File: src/rtl/irq_pkg.sv
// Shared definitions for the interrupt controller.
//   - Register map addresses for the cfg bus
//   - FSM state encoding
//   - Reset value of TIMER_CMP
package irq_pkg;

    localparam logic [1:0] AddrEnable   = 2'd0;
    localparam logic [1:0] AddrMode     = 2'd1;
    localparam logic [1:0] AddrPending  = 2'd2;
    localparam logic [1:0] AddrTimerCmp = 2'd3;

    localparam logic [31:0] TimerCmpRst = 32'hFFFF_FFFF;

    typedef enum logic [1:0] {
        StIdle    = 2'd0,
        StReq     = 2'd1,
        StService = 2'd2
    } irq_state_e;

endpackage

File: src/rtl/irq_ctrl_if.sv
// Bus between the interrupt controller and its environment (interrupt lines,
// config register port and core handshake).
//   master : drives irq_in, cfg_we/addr/wdata, irq_ack, irq_done
//   slave  : the controller; drives cfg_rdata, irq_req, irq_id
interface irq_ctrl_if #(
    parameter int unsigned N_IRQ = 8,
    parameter int unsigned ID_W  = $clog2(N_IRQ)
);
    logic [N_IRQ-1:0] irq_in;
    logic             cfg_we;
    logic [1:0]       cfg_addr;
    logic [31:0]      cfg_wdata;
    logic [31:0]      cfg_rdata;
    logic             irq_req;
    logic [ID_W-1:0]  irq_id;
    logic             irq_ack;
    logic             irq_done;

    modport master (
        output irq_in, cfg_we, cfg_addr, cfg_wdata, irq_ack, irq_done,
        input  cfg_rdata, irq_req, irq_id
    );

    modport slave (
        input  irq_in, cfg_we, cfg_addr, cfg_wdata, irq_ack, irq_done,
        output cfg_rdata, irq_req, irq_id
    );
endinterface

File: src/rtl/irq_prio_enc.sv
// Fixed-priority encoder: reports the lowest set index of req_i.
//   req_i   : request vector
//   id_o    : index of the lowest set bit (0 when none set)
//   valid_o : any bit of req_i set
module irq_prio_enc #(
    parameter int unsigned N_IRQ = 8,
    parameter int unsigned ID_W  = $clog2(N_IRQ)
) (
    input  logic [N_IRQ-1:0] req_i,
    output logic [ID_W-1:0]  id_o,
    output logic             valid_o
);

    always_comb begin
        id_o    = '0;
        valid_o = |req_i;
        // Scan downwards so the lowest index is the last to assign.
        for (int i = N_IRQ - 1; i >= 0; i--) begin
            if (req_i[i]) begin
                id_o = ID_W'(i);
            end
        end
    end

endmodule

File: src/rtl/irq_ctrl.sv
// Interrupt controller with per-channel edge/level capture, enable mask,
// fixed lowest-index priority and a REQ/ACK/DONE handshake to the core.
//   clk   : clock, all state on rising edge
//   reset : synchronous active-high reset
//   bus   : irq_ctrl_if slave (irq lines, cfg register port, core handshake)
// Registers: 0 ENABLE, 1 MODE (1=edge), 2 PENDING (W1C), 3 TIMER_CMP.
// Optional feature macro IRQ_TIMER_EN: free-running 32-bit counter whose
// match with TIMER_CMP raises an edge event on channel 0. Without it the
// counter is absent and TIMER_CMP reads 0.
module irq_ctrl
    import irq_pkg::*;
#(
    parameter int unsigned N_IRQ = 8,
    parameter int unsigned ID_W  = $clog2(N_IRQ)
) (
    input logic       clk,
    input logic       reset,
    irq_ctrl_if.slave bus
);

    irq_state_e       state_q, state_d;
    logic [ID_W-1:0]  irq_id_q, irq_id_d;
    logic [N_IRQ-1:0] enable_q, enable_d;
    logic [N_IRQ-1:0] mode_q, mode_d;
    logic [N_IRQ-1:0] pending_q, pending_d;
    logic [N_IRQ-1:0] irq_prev_q;

    logic [N_IRQ-1:0] set_vec;
    logic [N_IRQ-1:0] clr_vec;
    logic [ID_W-1:0]  prio_id;
    logic             prio_valid;
    logic             timer_hit;
    logic [31:0]      rdata;
    logic             wr_enable, wr_mode, wr_pending;
    logic             unused_wdata;

    assign wr_enable  = bus.cfg_we && (bus.cfg_addr == AddrEnable);
    assign wr_mode    = bus.cfg_we && (bus.cfg_addr == AddrMode);
    assign wr_pending = bus.cfg_we && (bus.cfg_addr == AddrPending);

    // Upper write-data bits are meaningless for narrow registers.
    assign unused_wdata = ^bus.cfg_wdata;

`ifdef IRQ_TIMER_EN
    logic [31:0] timer_cnt_q;
    logic [31:0] timer_cmp_q, timer_cmp_d;
    logic        wr_timer;

    assign wr_timer  = bus.cfg_we && (bus.cfg_addr == AddrTimerCmp);
    assign timer_hit = (timer_cnt_q == timer_cmp_q);

    always_comb begin
        timer_cmp_d = timer_cmp_q;
        if (wr_timer) begin
            timer_cmp_d = bus.cfg_wdata;
        end
    end

    always_ff @(posedge clk) begin
        if (reset) begin
            timer_cnt_q <= '0;
            timer_cmp_q <= TimerCmpRst;
        end else begin
            timer_cnt_q <= timer_cnt_q + 32'd1;
            timer_cmp_q <= timer_cmp_d;
        end
    end
`else
    assign timer_hit = 1'b0;
`endif

    // Capture: level channels pend while high, edge channels on a 0->1 step.
    always_comb begin
        set_vec    = (bus.irq_in & ~mode_q) | (bus.irq_in & mode_q & ~irq_prev_q);
        set_vec[0] = set_vec[0] | timer_hit;
    end

    always_comb begin
        clr_vec = '0;
        if (wr_pending) begin
            clr_vec = bus.cfg_wdata[N_IRQ-1:0];
        end
        if ((state_q == StReq) && bus.irq_ack) begin
            clr_vec[irq_id_q] = 1'b1;
        end
    end

    // Set dominates clear so a fresh event is never lost.
    always_comb begin
        pending_d = (pending_q & ~clr_vec) | set_vec;
        enable_d  = wr_enable ? bus.cfg_wdata[N_IRQ-1:0] : enable_q;
        mode_d    = wr_mode ? bus.cfg_wdata[N_IRQ-1:0] : mode_q;
    end

    irq_prio_enc #(
        .N_IRQ (N_IRQ),
        .ID_W  (ID_W)
    ) u_prio_enc (
        .req_i   (pending_q & enable_q),
        .id_o    (prio_id),
        .valid_o (prio_valid)
    );

    // Winner is latched on leaving IDLE and held until ack regardless of
    // later enable/pending changes.
    always_comb begin
        state_d  = state_q;
        irq_id_d = irq_id_q;
        unique case (state_q)
            StIdle: begin
                if (prio_valid) begin
                    state_d  = StReq;
                    irq_id_d = prio_id;
                end
            end
            StReq: begin
                if (bus.irq_ack) begin
                    state_d = StService;
                end
            end
            StService: begin
                if (bus.irq_done) begin
                    state_d = StIdle;
                end
            end
            default: state_d = StIdle;
        endcase
    end

    always_ff @(posedge clk) begin
        if (reset) begin
            state_q    <= StIdle;
            irq_id_q   <= '0;
            enable_q   <= '0;
            mode_q     <= '0;
            pending_q  <= '0;
            irq_prev_q <= '0;
        end else begin
            state_q    <= state_d;
            irq_id_q   <= irq_id_d;
            enable_q   <= enable_d;
            mode_q     <= mode_d;
            pending_q  <= pending_d;
            irq_prev_q <= bus.irq_in;
        end
    end

    always_comb begin
        rdata = '0;
        unique case (bus.cfg_addr)
            AddrEnable:  rdata = 32'(enable_q);
            AddrMode:    rdata = 32'(mode_q);
            AddrPending: rdata = 32'(pending_q);
`ifdef IRQ_TIMER_EN
            AddrTimerCmp: rdata = timer_cmp_q;
`else
            AddrTimerCmp: rdata = '0;
`endif
            default: rdata = '0;
        endcase
    end

    assign bus.cfg_rdata = rdata;
    assign bus.irq_req   = (state_q == StReq);
    assign bus.irq_id    = irq_id_q;

endmodule

File: src/flat_wrapper.sv
// flat-port wrapper written by rule: the top's interface ports become plain ports
module irq_ctrl_flat import irq_pkg::*;
#(
    parameter int unsigned N_IRQ = 8,
    parameter int unsigned ID_W  = $clog2(N_IRQ)
)
  (clk, reset, bus_irq_in, bus_cfg_we, bus_cfg_addr, bus_cfg_wdata, bus_irq_ack, bus_irq_done, bus_cfg_rdata, bus_irq_req, bus_irq_id);
  irq_ctrl_if #(.N_IRQ(N_IRQ), .ID_W(ID_W)) bus_i ();
  input logic clk;
  input logic reset;
  input wire logic [$bits(bus_i.irq_in)-1:0] bus_irq_in;
  input wire logic [$bits(bus_i.cfg_we)-1:0] bus_cfg_we;
  input wire logic [$bits(bus_i.cfg_addr)-1:0] bus_cfg_addr;
  input wire logic [$bits(bus_i.cfg_wdata)-1:0] bus_cfg_wdata;
  input wire logic [$bits(bus_i.irq_ack)-1:0] bus_irq_ack;
  input wire logic [$bits(bus_i.irq_done)-1:0] bus_irq_done;
  output wire logic [$bits(bus_i.cfg_rdata)-1:0] bus_cfg_rdata;
  output wire logic [$bits(bus_i.irq_req)-1:0] bus_irq_req;
  output wire logic [$bits(bus_i.irq_id)-1:0] bus_irq_id;
  assign bus_i.irq_in = bus_irq_in;
  assign bus_i.cfg_we = bus_cfg_we;
  assign bus_i.cfg_addr = bus_cfg_addr;
  assign bus_i.cfg_wdata = bus_cfg_wdata;
  assign bus_i.irq_ack = bus_irq_ack;
  assign bus_i.irq_done = bus_irq_done;
  assign bus_cfg_rdata = bus_i.cfg_rdata;
  assign bus_irq_req = bus_i.irq_req;
  assign bus_irq_id = bus_i.irq_id;
  irq_ctrl #(.N_IRQ(N_IRQ), .ID_W(ID_W)) u_core (.clk(clk), .reset(reset), .bus(bus_i));
endmodule
File: config.mk
export PLATFORM = sky130hd
export DESIGN_NAME = irq_ctrl_flat
export DESIGN_NICKNAME = d
export VERILOG_FILES = /design/src/rtl/irq_pkg.sv /design/src/rtl/irq_ctrl_if.sv /design/src/rtl/irq_prio_enc.sv /design/src/rtl/irq_ctrl.sv /design/src/flat_wrapper.sv
export SDC_FILE = /design/constraint.sdc
export NUM_CORES = 1
export LEC_CHECK = 0
export BUFFER_PORTS_ARGS = -buffer_cell sky130_fd_sc_hd__buf_2
export CAP_MARGIN = 40
export CELL_PAD_IN_SITES_DETAIL_PLACEMENT = 0
export CELL_PAD_IN_SITES_GLOBAL_PLACEMENT = 1
export CORE_MARGIN = 1
export CORE_UTILIZATION = 36
export CTS_CLUSTER_DIAMETER = 80
export DETAILED_ROUTE_END_ITERATION = 10
export PLACE_DENSITY_LB_ADDON = 0.1
export SLEW_MARGIN = 0
export SYNTH_ARGS = -nofsm -noshare
export SYNTH_HDL_FRONTEND = slang
export SYNTH_SLANG_ARGS = --single-unit
File: constraint.sdc
create_clock -name clk -period 2.3 [get_ports clk]
set_input_delay 0.46 -clock clk [delete_from_list [all_inputs] [get_ports clk]]
set_output_delay 0.46 -clock clk [all_outputs]
set_load 0.02 [all_outputs]
==> impl_results.md, run 1 <==
- Syn_area_per_cell: 8.676 um^2
- Post-synth EDFFs: 0
- Critical path arrival: between 1 and 1.5 ns
- Crit path max-delay family: buffers and inverters
- Max IR drop VDD: approximately 330 uV
- Maxcap violations: 0
- First-pass GRT wire length: about 6.7 mm
- Gr usage total: ~17%
- Synth top cells by count: 37 x dfxtp_1, 32 x nand2_1, 25 x buf_4
- Clk slew on worst S/H paths: approximately 0.070 ns
- Final WS setup: 0.4485 ns
- Crit path buffers/inverters: 3
- Power Density: ~670 mW/mm^2
- HP Class: input pin to register
- Minimum clock period after layout: 1.851 ns
- Core area: about 0.0048 mm^2
- Max stage delay on crit path: ~0.21 ns
- Num CTS Buffers: 5
- P&R area growth vs syn: 11.97%
- Vias: 1463
- Vias in the first global route: around 1400
- Most common cell in the netlist: dfxtp_1
- Clock skew: between 0.002 and 0.0025 ns
- Largest net degree at the start of global routing: 30
- Setup crit start: bus_cfg_addr[0]
- Reg-to-reg critical path startpoint: u_core.state_q[0]
- WL per Instance: about 13 um
- Sequential share of the synthesized area: just over 40%
- Setup Buffers After CTS: 0
- Layout cells sized above 1: about 18%
- Final hold vios: 0
- Clk root buf: clkbuf_8
- Final Slew Violations: 0
- Drt total wl: 4.191 mm
- Antenna Nets Post-Route: 0
- FMAX: around 540 MHz
- Synth async-reset ratio: 0%
- Nets: around 290
- Top FF cell, synth: dfxtp_1
- Gpl congestion: about 0.72
- IO Port Bufs: 34
- RSZ-0062 raised after global routing: false
- DR iter-0 viols: 35
- Chip Width: around 73 um
- Setup crit end kind: output port
- Detailed-router iteration count before antenna repair: 4
- Crit path max fanout: 11
- Clk buf depth: 2
- Post-place setup slack: about 0.46 ns
- Synthesized flop and latch total: 37
- CTS tree: done
- Hold-fix buffer count after cts: 0
- Endpoints failing setup: 0
- Top-area cell type share of the netlist area: between 40% and 50%
- Overflow after GRT: 0
- Crit path launch type: input pin
- Diodes inserted: 0
- Hold Startpoint: bus_irq_done
- Mapped cell area: 0.001839 mm^2
- Type of the worst setup path: input pin to output port
- Worst EP required: about 1.8 ns
- Synth Warn #: 0
- DP HPWL: between 3 and 4 mm
- Initial antenna violation count: 0
- Die height: 73.48 um
- Post-route DRC: 0
- Status: completed
- Leak: ~0.98 nW
- Post-cts resize count: 0
- Vias per cell: around 4.7
- Mapped Cells: 212
- Synth cell types: 29
- Final worst-path cycle share: between 80% and 90%
- Crit path top cell by count: buf_2
- Final TNS setup: 0 ns
- IO Count: 83
- Slowest cell on the critical path: buf_2
- Post-synth top area cell: dfxtp_1
- CP Cell Sequence: buf_2 > nor2b_1 > buf_4 > nand2_1 > o21ai_0 > buf_2
- Synth area leaders: dfxtp_1 40%, mux2i_1 13%, buf_4 10%
- Die area: 0.005399 mm^2
- CTS Sinks: 37
- Worst-Skew Late Latency: between 0.2 and 0.3 ns
- Row cnt: 25
- H-Tree Depth: 2
- Starting Density: approximately two fifths
-- worst register-to-register path: stages (launching register included) --
cell	delay, ns
dfxtp_1	0.38
nor2b_1	0.22
and3_1	0.32
nand3_1	0.16
a22o_1	0.23
-- report_power, final --
group	internal (mW)	switching, mW	total, mW
logic	0.0772	0.136	0.214
registers	0.678	0.0348	0.713
clock network	0.238	0.224	0.462
total	0.993	0.395	1.39
-- logic make-up (layout without fill, tap and decap cells) --
family | Yosys count | in the layout | synth area share (%)
other | 1 | 24 | 0.2039
DFF | 37 | 37 | 40.27
buffers and inverters | 37 | 49 | 13.67
and+or+nand+nor | 74 | 74 | 18.03
muxes | 24 | 24 | 13.06
AOI/OAI and AO/OA | 39 | 39 | 14.76
-- state kept, by name, indices dropped and copies added (netlist names) --
signal and flops:
u_core.enable_q 8, u_core.mode_q 8, u_core.pending_q 8, u_core.state_q 2
u_core.bus.irq_id 3, u_core.irq_prev_q 8
-- through the flow --
stage	hold slack, ns	utilization, %	std cells	total power, mW	area (um^2)
floorplan	0.4478	-	235	0.9049	1926
global placement	0.4571	40.96	307	0.9430	1973
detailed placement	0.4582	40.96	307	0.9429	1973
CTS	0.4242	42.75	314	1.404	2059
global route	0.4418	42.75	314	1.452	2059
finish	0.4341	42.75	314	1.388	2059
-- per-layer routing --
| metal | routed length, um | track usage, % | vias to the layer above |
|---|---|---|---|
| met5 | 0 | 0 | - |
| met4 | 27 | 6.410 | 0 |
| met3 | 169 | 3.704 | 2 |
| met2 | 1918 | 27.12 | 38 |
| met1 | 2076 | 22.12 | 674 |
| li1 | - | - | 749 |
-- final timing paths --
check / endpoint / slack, ns / depth (start not counted)
setup / recovery: bus_cfg_rdata[4] / 0.45 / 6
setup reg to reg: u_core.pending_q[7] / 0.90 / 4
hold reg to reg: u_core.pending_q[6] / 0.47 / 2
hold / removal: u_core.state_q[1] / 0.43 / 4
-- layout make-up --
cell class	instances	area, um^2
Clock buffer	7	86.33
Multi-Input combinational cell	161	933.4
Sequential cell	37	740.7
Tap cell	67	83.83
Fill cell	543	2758
Inverter	4	15.01
Timing Repair Buffer	38	200.2
-- cell usage in the layout (no fill, tap or decap), drive strengths merged --
cell    Yosys  final
dfxtp      37     37
a211o       1      1
nand3b      2      2
a22oi       4      4
nand4       2      2
nor2       22     22
a22o        2      2
buf        30     38
a32o        2      2
clkbuf      3      7
and3        1      1
nor3b       1      1
nand3       2      2
a31oi       1      1
inv         4      4
a221oi      7      7
nand2b      1      1
o21ai      10     10
nand2      32     32
mux2i      24     24
conb        1     24
a21o        6      6
and2        1      1
a211oi      1      1
nor2b      10     10
a21oi       5      5
(Power assumes the default switching activity.)
==> run 2, diff against run 1 <==
CORE_UTILIZATION = 33   (was 36)
clock period = 1.72 ns   (was 2.3 ns; I/O delays follow)
==> impl_results.md, run 2 (same netlist as run 1, synthesis figures left out) <==
- First-pass GRT wire length: 7.127 mm
- Diodes inserted: 0
- IO Count: 83
- Status: completed
- CP Cell Sequence: buf_2 > buf_4 > mux2i_1 > o21ai_0 > buf_2
- IO Port Bufs: 34
- DR iter-0 viols: between 50 and 60
- Critical path arrival: between 1 and 1.5 ns
- Layout cells sized above 1: around a fifth
- Core area: between 0.005 and 0.006 mm^2
- Setup crit end kind: output port
- H-Tree Depth: 2
- WHS Path Cells: 4
- Gpl congestion: just under 0.8
- WL per Instance: around 14 um
- Max IR drop VDD: 357.1 uV
- Vias: about 1500
- Reg-to-reg critical path startpoint: u_core.state_q[0]
- Post-place setup slack: approximately 0.14 ns
- GRT busiest layer: met2
- Crit path buffers/inverters: 3
- Antenna Nets Post-Route: 0
- Minimum clock period after layout: 1.560 ns
- Power Density: approximately 890 mW/mm^2
- Worst reg2reg path depth: 4
- Overflow after GRT: 0
- Final worst-path cycle share: between 90% and 100%
- Num CTS Buffers: 5
- M2 GR Usage: 27.30%
- Row cnt: 26
- Slowest cell on the critical path: buf_2
- Largest net degree at the start of global routing: 30
- Worst-Skew Late Latency: between 0.2 and 0.3 ns
- Vias in the first global route: around 1400
- Most common cell after layout, fill and taps aside: dfxtp_1
- RSZ-0062 raised after global routing: false
- Post-route DRC: 0
- Gr usage total: 16.10%
- Met3 layer usage reported by global route: approximately 4.2%
- Crit path max-delay family: buffers and inverters
- Hold Startpoint: bus_irq_done
- Clock skew: 0.005152 ns
- Clk root buf: clkbuf_8
- Drt total wl: about 4.3 mm
- Nets: between 200 and 300
- Final TNS setup: 0 ns
- Die height: roughly 77 um
- Clk slew on worst S/H paths: 0.06 ns
- Final WS setup: 0.1603 ns
- HP Class: input pin to register
- Maxcap violations: 0
- Crit path launch type: input pin
- Final hold vios: 0
- P&R area growth vs syn: 13.40%
- Endpoints failing setup: 0
- Detailed-router iteration count before antenna repair: 4
- Most frequent cells in the layout: 37 x dfxtp_1, 34 x buf_2, 32 x nand2_1
- CTS Sinks: 37
- Final Slew Violations: 0
- FMAX: roughly 640 MHz
- Type of the worst setup path: input pin to output port
- Chip Width: 76.66 um
- Worst min-delay path endpoint: u_core.state_q[1]
- Initial antenna violation count: 0
- Hold-fix buffer count after cts: 0
- Clk buf depth: 2
- Worst EP required: about 1.4 ns
- CTS tree: done
- Vias per cell: 4.569
- Hold slack: ~0.32 ns
- Leak: a little under 1 nW
- R2R Setup Slk: ~0.38 ns
- Crit path top cell by count: buf_2
- Setup Buffers After CTS: 0
- Starting Density: 35.12%
- DP HPWL: about 3.2 mm
- Met1 Use GR: roughly a fifth
- Post-cts resize count: 0
- Reg2reg end: u_core.pending_q[7]
- Crit path max fanout: 9
- Max stage delay on crit path: 0.23 ns
- Die area: 0.005876 mm^2
run 2: changes by cell type in the layout (fill, tap and decap cells not counted), sizes merged:
cell / previous run / this run
buf: 38 / 41
run 2: worst min-delay path, cell delays in order:
cell     delay, ns
buf_2         0.07
nor2_1        0.03
nand2_1       0.05
a21oi_1       0.05
run 2: through the flow:
stage	util, %	instances	area, um^2	power, mW
3_3_place_gp	38.17	313	1999	1.267
3_5_place_dp	38.17	313	1999	1.268
5_1_grt	39.82	320	2086	1.960
6_report	39.82	320	2086	1.854
4_1_cts	39.82	320	2086	1.880
2_1_floorplan	-	235	1926	1.210
run 2: layer usage:
layer | vias up | wire, um | share of wire [%]
li1 | 756 | - | -
met1 | 664 | 2061 | 47
met2 | 36 | 2056 | 47
met3 | 6 | 158 | 3.6
met4 | 0 | 72 | 1.7
met5 | - | 0 | 0
run 2: worst max path at each step:
stage | start | end | depth (start not counted)
2_1_floorplan | bus_cfg_addr[0] | bus_cfg_rdata[0] | 3
6_report | bus_cfg_addr[0] | bus_cfg_rdata[4] | 5
4_1_cts | bus_cfg_addr[0] | bus_cfg_rdata[4] | 5
5_1_grt | bus_cfg_addr[0] | bus_cfg_rdata[6] | 5
3_3_place_gp | bus_cfg_addr[0] | bus_cfg_rdata[4] | 5
3_5_place_dp | bus_cfg_addr[0] | bus_cfg_rdata[4] | 5
run 2: cell type report:
class / count / area (um^2)
fillers: 570 / 3152
multi-input cells: 161 / 933.4
flip-flops and latches: 37 / 740.7
repair buffers: 41 / 222.7
well taps: 70 / 87.58
clock buffers: 7 / 86.33
inverters: 4 / 15.01
run 2: report_power, final:
group / internal (mW) / switching [mW] / leakage (nW) / total (mW)
Combinational: 0.107 / 0.187 / 0.645 / 0.294
Clock: 0.318 / 0.290 / 0.0443 / 0.608
Sequential: 0.907 / 0.0453 / 0.305 / 0.952
Total: 1.33 / 0.522 / 0.994 / 1.85
